## src/rtl/mips_pkg.sv

```systemverilog
// Shared definitions for the R-type MIPS pipeline: widths, ALUOp and Funct
// encodings, and the operand-forwarding selector used by the execute stage.
package mips_pkg;

  localparam int DATA_W = 32;
  localparam int REG_AW = 5;

  typedef enum logic [1:0] {
    ALU_ADD   = 2'b00,
    ALU_SUB   = 2'b01,
    ALU_FUNCT = 2'b10,
    ALU_RSVD  = 2'b11
  } alu_op_e;

  typedef enum logic [5:0] {
    F_SLL = 6'h00,
    F_SRL = 6'h02,
    F_ADD = 6'h20,
    F_SUB = 6'h22,
    F_AND = 6'h24,
    F_OR  = 6'h25,
    F_SLT = 6'h2A
  } funct_e;

  // Youngest writer wins; register 0 is never forwarded so $zero reads as 0.
  function automatic logic [DATA_W-1:0] forward_sel(
    input logic [REG_AW-1:0] src_addr,
    input logic [DATA_W-1:0] src_data,
    input logic              s1_en,
    input logic [REG_AW-1:0] s1_addr,
    input logic [DATA_W-1:0] s1_data,
    input logic              s2_en,
    input logic [REG_AW-1:0] s2_addr,
    input logic [DATA_W-1:0] s2_data
  );
    if (s1_en && (s1_addr != '0) && (s1_addr == src_addr)) return s1_data;
    else if (s2_en && (s2_addr != '0) && (s2_addr == src_addr)) return s2_data;
    else return src_data;
  endfunction

endpackage

```

## src/rtl/alu_rtype.sv

```systemverilog
// Combinational R-type ALU: add/sub by ALUOp, otherwise decoded from Funct.
// o_valid drops for the reserved ALUOp and for unrecognised Funct codes.
module alu_rtype
  import mips_pkg::*;
(
  input  logic [DATA_W-1:0] i_a,
  input  logic [DATA_W-1:0] i_b,
  input  logic [1:0]        i_alu_op,
  input  logic [5:0]        i_funct,
  input  logic [4:0]        i_shamt,
  output logic [DATA_W-1:0] o_result,
  output logic              o_valid
);

  always_comb begin
    // NOTE: every output gets a default first so no path leaves it unassigned,
    // which would otherwise infer a latch.
    o_result = '0;
    o_valid  = 1'b1;
    case (i_alu_op)
      ALU_ADD: o_result = i_a + i_b;
      ALU_SUB: o_result = i_a - i_b;
      ALU_FUNCT: begin
        case (i_funct)
          F_ADD:   o_result = i_a + i_b;
          F_SUB:   o_result = i_a - i_b;
          F_AND:   o_result = i_a & i_b;
          F_OR:    o_result = i_a | i_b;
          F_SLT:   o_result = ($signed(i_a) < $signed(i_b)) ? DATA_W'(1) : '0;
          F_SLL:   o_result = i_b << i_shamt;
          F_SRL:   o_result = i_b >> i_shamt;
          default: o_valid  = 1'b0;
        endcase
      end
      default: o_valid = 1'b0;
    endcase
  end

endmodule

```

## src/rtl/ex_wb_stage.sv

```systemverilog
// Execute stage plus EX/WB register: forwards from the two most recent
// results, runs the ALU, registers the write-back triple and counts commits.
module ex_wb_stage
  import mips_pkg::*;
(
  input  logic              clk,
  input  logic              rst_n,
  input  logic [1:0]        ALUOp,
  input  logic              RegWrite,
  input  logic [DATA_W-1:0] RsData,
  input  logic [DATA_W-1:0] RtData,
  input  logic [REG_AW-1:0] RsAddr,
  input  logic [REG_AW-1:0] RtAddr,
  input  logic [5:0]        Funct,
  input  logic [4:0]        Shamt,
  input  logic [REG_AW-1:0] RdAddr,
  output logic [DATA_W-1:0] WriteData,
  output logic [REG_AW-1:0] WriteAddr,
  output logic              WriteEn,
  output logic [31:0]       CommitCount
);

  logic [DATA_W-1:0] r_write_data;
  logic [REG_AW-1:0] r_write_addr;
  logic              r_write_en;
  logic [DATA_W-1:0] r_hist_data;
  logic [REG_AW-1:0] r_hist_addr;
  logic              r_hist_en;
  logic [31:0]       r_commit_count;

  logic [DATA_W-1:0] w_op_a;
  logic [DATA_W-1:0] w_op_b;
  logic [DATA_W-1:0] w_result;
  logic              w_valid;

  assign w_op_a = forward_sel(RsAddr, RsData, r_write_en, r_write_addr, r_write_data,
                              r_hist_en, r_hist_addr, r_hist_data);
  assign w_op_b = forward_sel(RtAddr, RtData, r_write_en, r_write_addr, r_write_data,
                              r_hist_en, r_hist_addr, r_hist_data);

  alu_rtype u_alu (
    .i_a      (w_op_a),
    .i_b      (w_op_b),
    .i_alu_op (ALUOp),
    .i_funct  (Funct),
    .i_shamt  (Shamt),
    .o_result (w_result),
    .o_valid  (w_valid)
  );

  // History trails the write-back register by one cycle, covering the
  // register file's read-before-write in ID.
  always_ff @(posedge clk or negedge rst_n) begin
    if (!rst_n) begin
      r_write_data   <= '0;
      r_write_addr   <= '0;
      r_write_en     <= 1'b0;
      r_hist_data    <= '0;
      r_hist_addr    <= '0;
      r_hist_en      <= 1'b0;
      r_commit_count <= '0;
    end else begin
      // NOTE: non-blocking assignments so history captures the pre-edge
      // write-back values rather than the ones being loaded this edge.
      r_write_data <= w_result;
      r_write_addr <= RdAddr;
      r_write_en   <= RegWrite & w_valid;
      r_hist_data  <= r_write_data;
      r_hist_addr  <= r_write_addr;
      r_hist_en    <= r_write_en;
      if (r_write_en) r_commit_count <= r_commit_count + 32'd1;
    end
  end

  assign WriteData   = r_write_data;
  assign WriteAddr   = r_write_addr;
  assign WriteEn     = r_write_en;
  assign CommitCount = r_commit_count;

endmodule

```

## config.mk

```make
export PLATFORM = sky130hd
export DESIGN_NAME = ex_wb_stage
export DESIGN_NICKNAME = d
export VERILOG_FILES = /design/src/rtl/mips_pkg.sv /design/src/rtl/alu_rtype.sv /design/src/rtl/ex_wb_stage.sv
export SDC_FILE = /design/constraint.sdc
export NUM_CORES = 1
export LEC_CHECK = 0
export ABC_AREA = 1
export BUFFER_PORTS_ARGS = -buffer_cell sky130_fd_sc_hd__buf_2
export CAP_MARGIN = 40
export CORE_ASPECT_RATIO = 0.7
export CORE_MARGIN = 10
export CORE_UTILIZATION = 26
export DETAILED_ROUTE_END_ITERATION = 8
export PLACE_DENSITY = 0.48
export SYNTH_ARGS = -nofsm -noshare
export SYNTH_HDL_FRONTEND = slang
export SYNTH_SLANG_ARGS = --single-unit
```

## constraint.sdc

```tcl
create_clock -name clk -period 8.8 [get_ports clk]
set_input_delay 1.32 -clock clk [delete_from_list [all_inputs] [get_ports clk]]
set_output_delay 1.32 -clock clk [all_outputs]
set_load 0.005 [all_outputs]
```

==> tab_implementation.tex, run 1 <==
\begin{tabular}{lr}
\hline
Metric & Value \\
\hline
\multicolumn{2}{l}{\textbf{Run status}} \\
Outcome & completed \\
\multicolumn{2}{l}{\textbf{STA}} \\
Transition time at the pin with the least slew margin & 930 ps \\
Final critical path time including I/O delays and setup & approximately 6600 ps \\
Final setup violation count & 0 \\
Sum of negative setup slack & 0 ps \\
Worst relative slew slack & 0.373 \\
Worst clock skew & 17.3 ps \\
Tcrit/Tclk final & 0.751 \\
Final hold violation count & 0 \\
Total count of max-transition violations in the final report & 0 \\
Highest Clock Rate & 0.151 GHz \\
Unrepaired setup endpoints after global routing & false \\
\multicolumn{2}{l}{\textbf{Clock tree}} \\
Number of buffers created by CTS & 9 \\
Clock tree from TritonCTS & yes \\
Clock transition at the registers of the reported paths & 90 ps \\
Total clock sinks & 108 \\
H-tree depth reported by CTS & 3 \\
Post-cts resize count & 0 \\
Post-CTS Repair Setup Buffers & 0 \\
CTS Hold Buffers Added & 0 \\
Worst skew pair latency & 400 ps \\
Cell chosen for the clock root & sky130\_fd\_sc\_hd\_\_clkbuf\_16 \\
Maximum root-to-sink buffer count & 2 \\
\multicolumn{2}{l}{\textbf{Critical path}} \\
Maximum single-stage delay on the critical path & 850 ps \\
Data arrival time at the worst-slack endpoint & 6860 ps \\
Kind of end point of the critical path & register \\
Critical-path top delay cell & sky130\_fd\_sc\_hd\_\_inv\_2 \\
Critical-path maximum fanout & 34 \\
Top cell by count, worst path & sky130\_fd\_sc\_hd\_\_nand2\_1 \\
CP required & 9050 ps \\
Startpoint kind of the worst setup timing path & input pin \\
Worst setup path class & in2reg \\
\multicolumn{2}{l}{\textbf{GRT}} \\
Initial antenna violation count & 5 \\
Aggregate global-route resource usage & 0.226 \\
First-pass GRT wire length & between 100 and 150 mm \\
Busiest grt layer & met1 \\
Via count of the first global-routing pass & roughly 16,000 \\
Met3 layer usage reported by global route & 0.0557 \\
GR Util met1 & 0.353 \\
Met2 track utilization from global routing & 0.302 \\
Largest net degree at the start of global routing & 66 \\
GRT Residual Overflow & 0 \\
\multicolumn{2}{l}{\textbf{Placement}} \\
Final weighted congestion of routability-driven global placement & 1.01 \\
Total placed instance area & around 0.016 mm\^{}2 \\
Number of port buffers & 164 \\
Final HPWL DP & 62.8 mm \\
\multicolumn{2}{l}{\textbf{Route}} \\
Count of nets left with antenna violations after detail routing & 0 \\
Pre-Repair DR Iteration Count & 6 \\
Number of design rule violations left after detail routing & 0 \\
Wirelength per Cell & 23.9 um \\
DRC marker count from the first detailed-route iteration & between 2,000 and 3,000 \\
Final wirelength & 77.6 mm \\
Routed vias & $\sim$18,000 \\
DR vias/cell & 5.44 \\
\multicolumn{2}{l}{\textbf{Yosys}} \\
Synthesized netlist cell count & approximately 2,400 \\
Synth async-reset ratio & 1.00 \\
Seq cells post-synth & 108 \\
Synthesized-area fraction occupied by and/or/nand/nor cells & 0.414 \\
Count of distinct cell types in the synthesized netlist & 60 \\
Area share of fa/ha/maj cells after synthesis & 0.0966 \\
Share of the synthesized netlist area taken by xor and xnor gates & 0.0536 \\
Mux share of post-synthesis cell area & 0 \\
Netlist area before placement & between 0.01 and 0.015 mm\^{}2 \\
Warnings from Yosys & 0 \\
Synth Area in Compound Gates & 0.129 \\
Sequential cell area fraction in the yosys report & 0.186 \\
Synthesized net count & $\sim$2,600 \\
Count of flip-flops with a built-in enable after synthesis & 0 \\
Top flip-flop cell by instance count after synthesis & sky130\_fd\_sc\_hd\_\_dfrtp\_1 \\
Main combinational cell family by area after synthesis & simple AND/OR/NAND/NOR gates \\
Syn\_area\_per\_cell & 6.05 um\^{}2 \\
\multicolumn{2}{l}{\textbf{Power and ir drop}} \\
Post-route total power & 2.00 mW \\
Power density relative to cell area & approximately 120 mW/mm\^{}2 \\
P\_leak & 8.68 nW \\
Worst ir drop on vdd & 0.0949 mV \\
\multicolumn{2}{l}{\textbf{Finish}} \\
Final Cell Area & 0.0163 mm\^{}2 \\
Net count reported at finish & 2,705 \\
Antenna diode count & 0 \\
Most common library cell in the layout ignoring fill and taps & sky130\_fd\_sc\_hd\_\_nand2\_1 \\
Fill count & about 6,300 \\
Final core occ & 0.296 \\
Top library cells by usage in the layout, fill and taps aside & 618 x sky130\_fd\_sc\_hd\_\_nand2\_1, 425 x sky130\_fd\_sc\_hd\_\_nand3\_1, 309 x sky130\_fd\_sc\_hd\_\_inv\_1 \\
Proportion of layout cells with a drive suffix above 1 & 0.117 \\
Combined area of the multi-input logic cells & between 0.01 and 0.015 mm\^{}2 \\
Register area & 0.00270 mm\^{}2 \\
Area overhead of the layout relative to synthesis & 12.4\% \\
\multicolumn{2}{l}{\textbf{Job}} \\
Number of maximum-capacitance constraint violations & 0 \\
\multicolumn{2}{l}{\textbf{Floorplanning}} \\
Starting utilization of the core area & 0.263 \\
Die width & $\sim$300 um \\
\# rows & 72 \\
Die height & 218 um \\
Area enclosed by the die boundary & $\sim$0.066 mm\^{}2 \\
Ports & 165 \\
Area of the core & 0.0553 mm\^{}2 \\
\multicolumn{2}{l}{\textbf{Hold path}} \\
Worst Hold Class & reg2reg \\
\hline
\end{tabular}
-- metrics by stage --
step	hold WS, ps	instances	setup slack (ps)
6_report	440	3244	2190
3_3_place_gp	430	3220	1940
2_1_floorplan	403	2402	4060
4_1_cts	448	3244	2420
3_5_place_dp	433	3228	2020
5_1_grt	464	3244	1900
-- cell usage after synthesis, types with 39 or more instances --
| master | instances | area, um^2 |
|---|---|---|
| sky130_fd_sc_hd__a21oi_1 | 103 | 515 |
| sky130_fd_sc_hd__buf_2 | 39 | 195 |
| sky130_fd_sc_hd__clkbuf_1 | 52 | 195 |
| sky130_fd_sc_hd__dfrtp_1 | 108 | 2700 |
| sky130_fd_sc_hd__ha_1 | 109 | 1360 |
| sky130_fd_sc_hd__inv_1 | 310 | 1160 |
| sky130_fd_sc_hd__nand2_1 | 619 | 2320 |
| sky130_fd_sc_hd__nand3_1 | 425 | 2130 |
| sky130_fd_sc_hd__nand4_1 | 61 | 382 |
| sky130_fd_sc_hd__nor2_1 | 137 | 514 |
| sky130_fd_sc_hd__o211ai_1 | 41 | 308 |
| sky130_fd_sc_hd__o21ai_0 | 92 | 460 |
| sky130_fd_sc_hd__xor2_1 | 74 | 648 |
-- where the power goes --
group | switching (mW) | internal (mW) | leakage (nW)
Sequential | 0.0857 | 0.557 | 1.41
Clock | 0.229 | 0.199 | 0.137
Combinational | 0.656 | 0.271 | 7.13
Total | 0.970 | 1.03 | 8.68
-- area by class of cell --
cell class              instances  area share
clock buffers                  10      0.0140
multi-input cells            1852       0.618
repair buffers                201      0.0677
flip-flops and latches        108       0.165
well taps                     740      0.0566
inverters                     327      0.0751
clock inverters                 6     0.00344
-- worst paths after layout --
kind,to,from,cells after the start,slack (ps)
worst max-delay path,WriteData[12],RtAddr[0],29,2190
worst min-delay path,r_hist_data[5],WriteData[5],0,440
worst max register to register,WriteData[12],WriteAddr[2],27,2780
worst min register to register,r_hist_data[5],WriteData[5],0,440
max in group asynchronous,r_hist_data[28],rst_n,3,6710
min in group asynchronous,CommitCount[28],rst_n,1,970
-- sequential cells by signal (all words and copies together) (netlist names) --
register / flops
WriteEn: 1
CommitCount: 32
r_hist_en: 1
r_hist_data: 32
r_hist_addr: 5
WriteData: 32
WriteAddr: 5
-- layer usage --
layer / wire (um) / vias up / share of wire
li1: - / 8098 / -
met1: 36800 / 8400 / 0.47
met2: 29300 / 1046 / 0.38
met3: 9990 / 87 / 0.13
met4: 1350 / 4 / 0.017
met5: 25 / - / 0.00032
-- worst max-delay path, delay by kind of cell --
kind                       cells  cell delay (ps)
adders and majority gates      2              730
and+or+nand+nor               17             2700
buffers and inverters          6             1260
xor gates and xnor gates       1              140
AOI/OAI and AO/OA              3              700
-- logic make-up after synthesis --
kind of cell               count (synthesis)
xor gates and xnor gates                  89
buffers and inverters                    442
DFF                                      108
AOI/OAI and AO/OA                        315
adders and majority gates                111
and+or+nand+nor                         1337
Power figures use the tool's default switching activity.
==> run 2, diff against run 1 <==
==> constraint.sdc (replaced) <==
create_clock -name clk -period 6.8 [get_ports clk]
set_input_delay 1.02 -clock clk [delete_from_list [all_inputs] [get_ports clk]]
set_output_delay 1.02 -clock clk [all_outputs]
set_load 0.005 [all_outputs]
==> tab_implementation.tex, run 2 (same netlist as run 1, synthesis figures left out) <==
\begin{tabular}{lr}
\hline
Metric & Value \\
\hline
\multicolumn{2}{l}{\textbf{STA}} \\
Worst relative slew slack & 0.324 \\
Transition time at the pin with the least slew margin & 1000 ps \\
Post-route setup slack & 1090 ps \\
Total count of max-transition violations in the final report & 0 \\
Final hold slack & between 400 and 500 ps \\
Unrepaired setup endpoints after global routing & false \\
Sum of negative setup slack & 0 ps \\
Final critical path time including I/O delays and setup & 5710 ps \\
Final setup violation count & 0 \\
Final hold violation count & 0 \\
Highest Clock Rate & about 0.18 GHz \\
Worst clock skew & 24.1 ps \\
Tcrit/Tclk final & 0.839 \\
\multicolumn{2}{l}{\textbf{Route}} \\
Count of nets left with antenna violations after detail routing & 0 \\
Pre-Repair DR Iteration Count & 5 \\
Top metal layer carrying routed signals & met4 \\
Routed wire length on met2 & 28.8 mm \\
Final wirelength & 76.2 mm \\
Routed vias & between 15,000 and 20,000 \\
DR vias/cell & roughly 5.3 \\
Detail Route met3 WL & 10.4 mm \\
Number of design rule violations left after detail routing & 0 \\
Wirelength per Cell & approximately 23 um \\
WL met1 & 36.1 mm \\
DRC marker count from the first detailed-route iteration & 2,341 \\
\multicolumn{2}{l}{\textbf{Clock tree}} \\
Post-CTS Repair Setup Buffers & 0 \\
Maximum root-to-sink buffer count & 2 \\
Worst skew pair latency & 400 ps \\
H-tree depth reported by CTS & 3 \\
Post-cts resize count & 0 \\
Clock transition at the registers of the reported paths & 80 ps \\
Cell chosen for the clock root & sky130\_fd\_sc\_hd\_\_clkbuf\_16 \\
Total clock sinks & approximately 110 \\
Clock tree from TritonCTS & yes \\
CTS Hold Buffers Added & 0 \\
Number of buffers created by CTS & 9 \\
\multicolumn{2}{l}{\textbf{Critical path}} \\
Critical-path maximum fanout & 30 \\
CP required & between 7000 and 8000 ps \\
Data arrival time at the worst-slack endpoint & approximately 6000 ps \\
Minimum setup slack among reg-to-reg paths & 1340 ps \\
Endpoint of the lowest-slack register-to-register path & WriteData[10] \\
Top cell by count, worst path & sky130\_fd\_sc\_hd\_\_nand2\_1 \\
Worst reg2reg startpoint & WriteAddr[1] \\
Startpoint kind of the worst setup timing path & input pin \\
Critical-path top delay cell & sky130\_fd\_sc\_hd\_\_o21ai\_0 \\
Kind of end point of the critical path & register \\
Worst setup path class & in2reg \\
Number of cells traversed by the worst register-to-register path & 24 \\
Maximum single-stage delay on the critical path & 630 ps \\
\multicolumn{2}{l}{\textbf{GRT}} \\
Via count of the first global-routing pass & 16,400 \\
First-pass GRT wire length & 110 mm \\
Initial antenna violation count & 1 \\
GRT Residual Overflow & 0 \\
Largest net degree at the start of global routing & 63 \\
Aggregate global-route resource usage & 0.223 \\
\multicolumn{2}{l}{\textbf{Hold path}} \\
Terminating pin of the worst hold path & r\_hist\_data[25] \\
Worst min-delay path startpoint & WriteData[25] \\
Count of cells along the worst hold path & 0 \\
Worst Hold Class & reg2reg \\
\multicolumn{2}{l}{\textbf{Finish}} \\
Proportion of layout cells with a drive suffix above 1 & 0.121 \\
Area overhead of the layout relative to synthesis & 13.3\% \\
Net count reported at finish & about 2,700 \\
Final Cell Area & roughly 0.016 mm\^{}2 \\
Top library cells by usage in the layout, fill and taps aside & 618 x sky130\_fd\_sc\_hd\_\_nand2\_1, 425 x sky130\_fd\_sc\_hd\_\_nand3\_1, 309 x sky130\_fd\_sc\_hd\_\_inv\_1 \\
Register area & 0.00270 mm\^{}2 \\
Combined area of the multi-input logic cells & 0.0101 mm\^{}2 \\
Fill count & 6,300 \\
Most common library cell in the layout ignoring fill and taps & sky130\_fd\_sc\_hd\_\_nand2\_1 \\
\multicolumn{2}{l}{\textbf{Floorplanning}} \\
\# rows & 72 \\
Die height & between 200 and 250 um \\
Ports & 165 \\
Die width & about 300 um \\
Starting utilization of the core area & 0.263 \\
Area of the core & roughly 0.055 mm\^{}2 \\
Area enclosed by the die boundary & 0.0659 mm\^{}2 \\
\multicolumn{2}{l}{\textbf{Placement}} \\
Number of port buffers & 164 \\
Post-Place Setup Slack & 912 ps \\
Final weighted congestion of routability-driven global placement & 0.972 \\
Final HPWL DP & 62.7 mm \\
Total placed instance area & 0.0161 mm\^{}2 \\
\multicolumn{2}{l}{\textbf{Power and ir drop}} \\
P\_leak & 8.75 nW \\
Clock power share & 0.229 \\
Post-route total power & 2.65 mW \\
Power density relative to cell area & 161 mW/mm\^{}2 \\
Pint & 1.38 mW \\
Switching share of total power & 0.481 \\
Worst ir drop on vdd & 0.115 mV \\
Share of power burned in combinational logic & 0.458 \\
Sw Pwr & about 1.3 mW \\
Flop pwr share & 0.313 \\
\multicolumn{2}{l}{\textbf{Run status}} \\
Outcome & completed \\
\multicolumn{2}{l}{\textbf{Job}} \\
Number of maximum-capacitance constraint violations & 0 \\
\hline
\end{tabular}
run 2: cell types whose count changed in the layout (fill, tap and decap cells not counted), sizes merged:
cell	previous run	this run
buf	201	210
bufinv	0	1
clkbuf	10	9
clkinv	3	4
clkinvlp	1	0
diode	0	1
run 2: power by group through the flow:
| stage | Combinational [mW] | Clock, mW | Sequential, mW |
|---|---|---|---|
| after floorplan | 0.711 | 0 | 0.790 |
| after global placement | 1.17 | 0 | 0.835 |
| after detailed placement | 1.17 | 0 | 0.837 |
| after CTS | 1.18 | 0.625 | 0.824 |
| after global routing | 1.32 | 0.643 | 0.837 |
| final | 1.22 | 0.608 | 0.829 |
run 2: metrics by stage:
step                instances  utilization
floorplan                2402            -
CTS                      3250        0.298
detailed placement       3234        0.292
global route             3254        0.298
global placement         3226        0.290
finish                   3254        0.298
run 2: final cells by class:
class | instances | area share
multi-input combinational | 1852 | 0.613
clock inverter | 7 | 0.00562
sequential | 108 | 0.164
clock buffer | 9 | 0.0137
timing repair buffer | 210 | 0.0730
inverter | 327 | 0.0745
antenna | 1 | 0.000152
tap | 740 | 0.0562
run 2: worst max-delay path: cells and delay by family:
family | cells | cell delay (ps)
compound gates | 7 | 1870
xor+xnor | 2 | 320
fa+ha+maj | 1 | 530
buf+inv | 6 | 1060
simple gates | 9 | 1170
run 2: how the worst max path moves through the flow:
| stage | startpoint | end | slack [ps] |
|---|---|---|---|
| 6_report | RsAddr[1] | WriteData[10] | 1090 |
| 5_1_grt | RsAddr[1] | WriteData[10] | 800 |
| 4_1_cts | RsAddr[3] | WriteData[18] | 1330 |
| 3_5_place_dp | RsAddr[3] | WriteData[18] | 910 |
| 3_3_place_gp | RsAddr[1] | WriteData[25] | 740 |
| 2_1_floorplan | RsAddr[3] | WriteData[28] | 2360 |
run 2: routing by layer:
metal / GRT usage / up-vias
met5: 0 / -
met2: 0.296 / 913
li1: - / 8108
met3: 0.0915 / 37
met4: 0.0366 / 0
met1: 0.328 / 8305
==> run 3, diff against run 2 <==
==> constraint.sdc (replaced) <==
create_clock -name clk -period 5.45 [get_ports clk]
set_input_delay 0.8175 -clock clk [delete_from_list [all_inputs] [get_ports clk]]
set_output_delay 0.8175 -clock clk [all_outputs]
set_load 0.005 [all_outputs]
==> tab_implementation.tex, run 3 (same netlist as run 1, synthesis figures left out) <==
\begin{tabular}{lr}
\hline
Metric & Value \\
\hline
\multicolumn{2}{l}{\textbf{Run status}} \\
Outcome & completed \\
\multicolumn{2}{l}{\textbf{Power and ir drop}} \\
Power density relative to cell area & 199 mW/mm\^{}2 \\
Flop pwr share & 0.305 \\
Pint & 1.78 mW \\
Worst ir drop on vdd & 0.174 mV \\
Share of power burned in combinational logic & 0.470 \\
Switching share of total power & 0.475 \\
Clock power share & 0.225 \\
Sw Pwr & 1.61 mW \\
P\_leak & 9.05 nW \\
\multicolumn{2}{l}{\textbf{Critical path}} \\
Number of buffer and inverter stages on the critical path & 4 \\
CP required & 5730 ps \\
Critical path's top delay family & simple AND/OR/NAND/NOR gates \\
Data arrival time at the worst-slack endpoint & 5220 ps \\
Critical-path maximum fanout & between 60 and 70 \\
Maximum single-stage delay on the critical path & around 430 ps \\
Startpoint kind of the worst setup timing path & input pin \\
Kind of end point of the critical path & register \\
Worst setup path class & in2reg \\
Critical-path top delay cell & sky130\_fd\_sc\_hd\_\_nor4\_1 \\
Series of cell instances along the critical path & buf\_2 > xor2\_1 > nor4\_1 > nand2\_2 > buf\_12 > o211ai\_1 > o21ai\_0 > buf\_4 > inv\_1 > ha\_1 > nor2\_1 > nand2\_1 > nor4\_1 > a21oi\_1 > o21bai\_1 > nand4\_1 > nand2\_1 > nand2\_1 > nand2\_1 > nor2\_1 > nor2\_1 > nand3\_1 > nand2\_1 > nand3\_1 \\
Top cell by count, worst path & sky130\_fd\_sc\_hd\_\_nand2\_1 \\
Minimum setup slack among reg-to-reg paths & 570 ps \\
\multicolumn{2}{l}{\textbf{STA}} \\
Worst relative slew slack & 0.299 \\
Final critical path time including I/O delays and setup & 4940 ps \\
Unrepaired setup endpoints after global routing & false \\
Total count of max-transition violations in the final report & 0 \\
Final hold violation count & 0 \\
Highest Clock Rate & 0.202 GHz \\
Final setup violation count & 0 \\
Sum of negative setup slack & 0 ps \\
Final hold slack & around 390 ps \\
Transition time at the pin with the least slew margin & 1040 ps \\
Tcrit/Tclk final & 0.907 \\
Worst clock skew & approximately 25 ps \\
\multicolumn{2}{l}{\textbf{Clock tree}} \\
Clock transition at the registers of the reported paths & 110 ps \\
Maximum root-to-sink buffer count & 2 \\
Number of buffers created by CTS & 9 \\
Post-CTS Repair Setup Buffers & 0 \\
Clock tree from TritonCTS & yes \\
Cell chosen for the clock root & sky130\_fd\_sc\_hd\_\_clkbuf\_16 \\
H-tree depth reported by CTS & 3 \\
Worst skew pair latency & 410 ps \\
CTS Hold Buffers Added & 0 \\
Post-cts resize count & 0 \\
Total clock sinks & around 110 \\
\multicolumn{2}{l}{\textbf{GRT}} \\
First-pass GRT wire length & 111 mm \\
Via count of the first global-routing pass & 16,600 \\
Initial antenna violation count & 4 \\
GRT Residual Overflow & 0 \\
Aggregate global-route resource usage & 0.222 \\
Largest net degree at the start of global routing & 65 \\
\multicolumn{2}{l}{\textbf{Floorplanning}} \\
Die height & 218 um \\
Starting utilization of the core area & 0.263 \\
Area enclosed by the die boundary & 0.0659 mm\^{}2 \\
Die width & 303 um \\
Area of the core & 0.0553 mm\^{}2 \\
Ports & 165 \\
\# rows & 72 \\
\multicolumn{2}{l}{\textbf{Finish}} \\
Area overhead of the layout relative to synthesis & 16.7\% \\
Most common library cell in the layout ignoring fill and taps & sky130\_fd\_sc\_hd\_\_nand2\_1 \\
Net count reported at finish & 2,772 \\
Top library cells by usage in the layout, fill and taps aside & 618 x sky130\_fd\_sc\_hd\_\_nand2\_1, 425 x sky130\_fd\_sc\_hd\_\_nand3\_1, 309 x sky130\_fd\_sc\_hd\_\_inv\_1 \\
Proportion of layout cells with a drive suffix above 1 & 0.141 \\
Final core occ & 0.307 \\
\multicolumn{2}{l}{\textbf{Route}} \\
Final wirelength & 75.9 mm \\
Routed vias & roughly 18,000 \\
Wirelength per Cell & 22.9 um \\
Number of design rule violations left after detail routing & 0 \\
DRC marker count from the first detailed-route iteration & 2,615 \\
DR vias/cell & 5.37 \\
Count of nets left with antenna violations after detail routing & 0 \\
Pre-Repair DR Iteration Count & 6 \\
\multicolumn{2}{l}{\textbf{Placement}} \\
Number of port buffers & 164 \\
Final HPWL DP & 62.0 mm \\
Final weighted congestion of routability-driven global placement & 1.01 \\
\multicolumn{2}{l}{\textbf{Job}} \\
Number of maximum-capacitance constraint violations & 0 \\
\multicolumn{2}{l}{\textbf{Hold path}} \\
Worst Hold Class & in2async \\
\hline
\end{tabular}
run 3: final cells by class:
cell class                 instances  area (um^2)
clock inverter                     7         85.1
antenna                            2         5.00
timing repair buffer             268         1700
inverter                         327         1230
clock buffer                       9          225
tap                              740          926
fill                            6227        38400
multi-input combinational       1852        10100
sequential                       108         2700
run 3: per-layer routing:
metal  share of wire  wire length (um)  track usage  vias up
met1            0.48             36500        0.345     8513
met2            0.38             29100        0.297      996
met3            0.12              9280       0.0581       67
li1                -                 -            -     8219
met4           0.014              1030       0.0380        2
met5         0.00013                10            0        -
run 3: worst paths after layout:
check,to,startpoint,cells after the start
hold reg to reg,r_hist_data[15],WriteData[15],0
hold / removal,WriteData[25],rst_n,1
setup / recovery,WriteData[31],RsAddr[3],24
setup reg to reg,WriteData[21],WriteAddr[2],22
max in group asynchronous,CommitCount[18],rst_n,2
min in group clk,r_hist_data[15],WriteData[15],0
run 3: through the flow:
step / std cells / cell area (um^2) / total power [mW] / setup slack [ps]
after floorplan: 2402 / 14500 / 1.87 / 1210
after global placement: 3288 / 16500 / 2.56 / 285
after detailed placement: 3295 / 16600 / 2.57 / 231
after CTS: 3311 / 17000 / 3.34 / 649
after global routing: 3313 / 17000 / 3.56 / 206
final: 3313 / 17000 / 3.38 / 509
run 3: power groups by stage:
stage	Clock, mW	Sequential [mW]	Combinational (mW)
5_1_grt	0.797	1.04	1.72
2_1_floorplan	0	0.986	0.887
4_1_cts	0.772	1.02	1.54
6_report	0.761	1.03	1.59
3_3_place_gp	0	1.04	1.52
3_5_place_dp	0	1.04	1.53
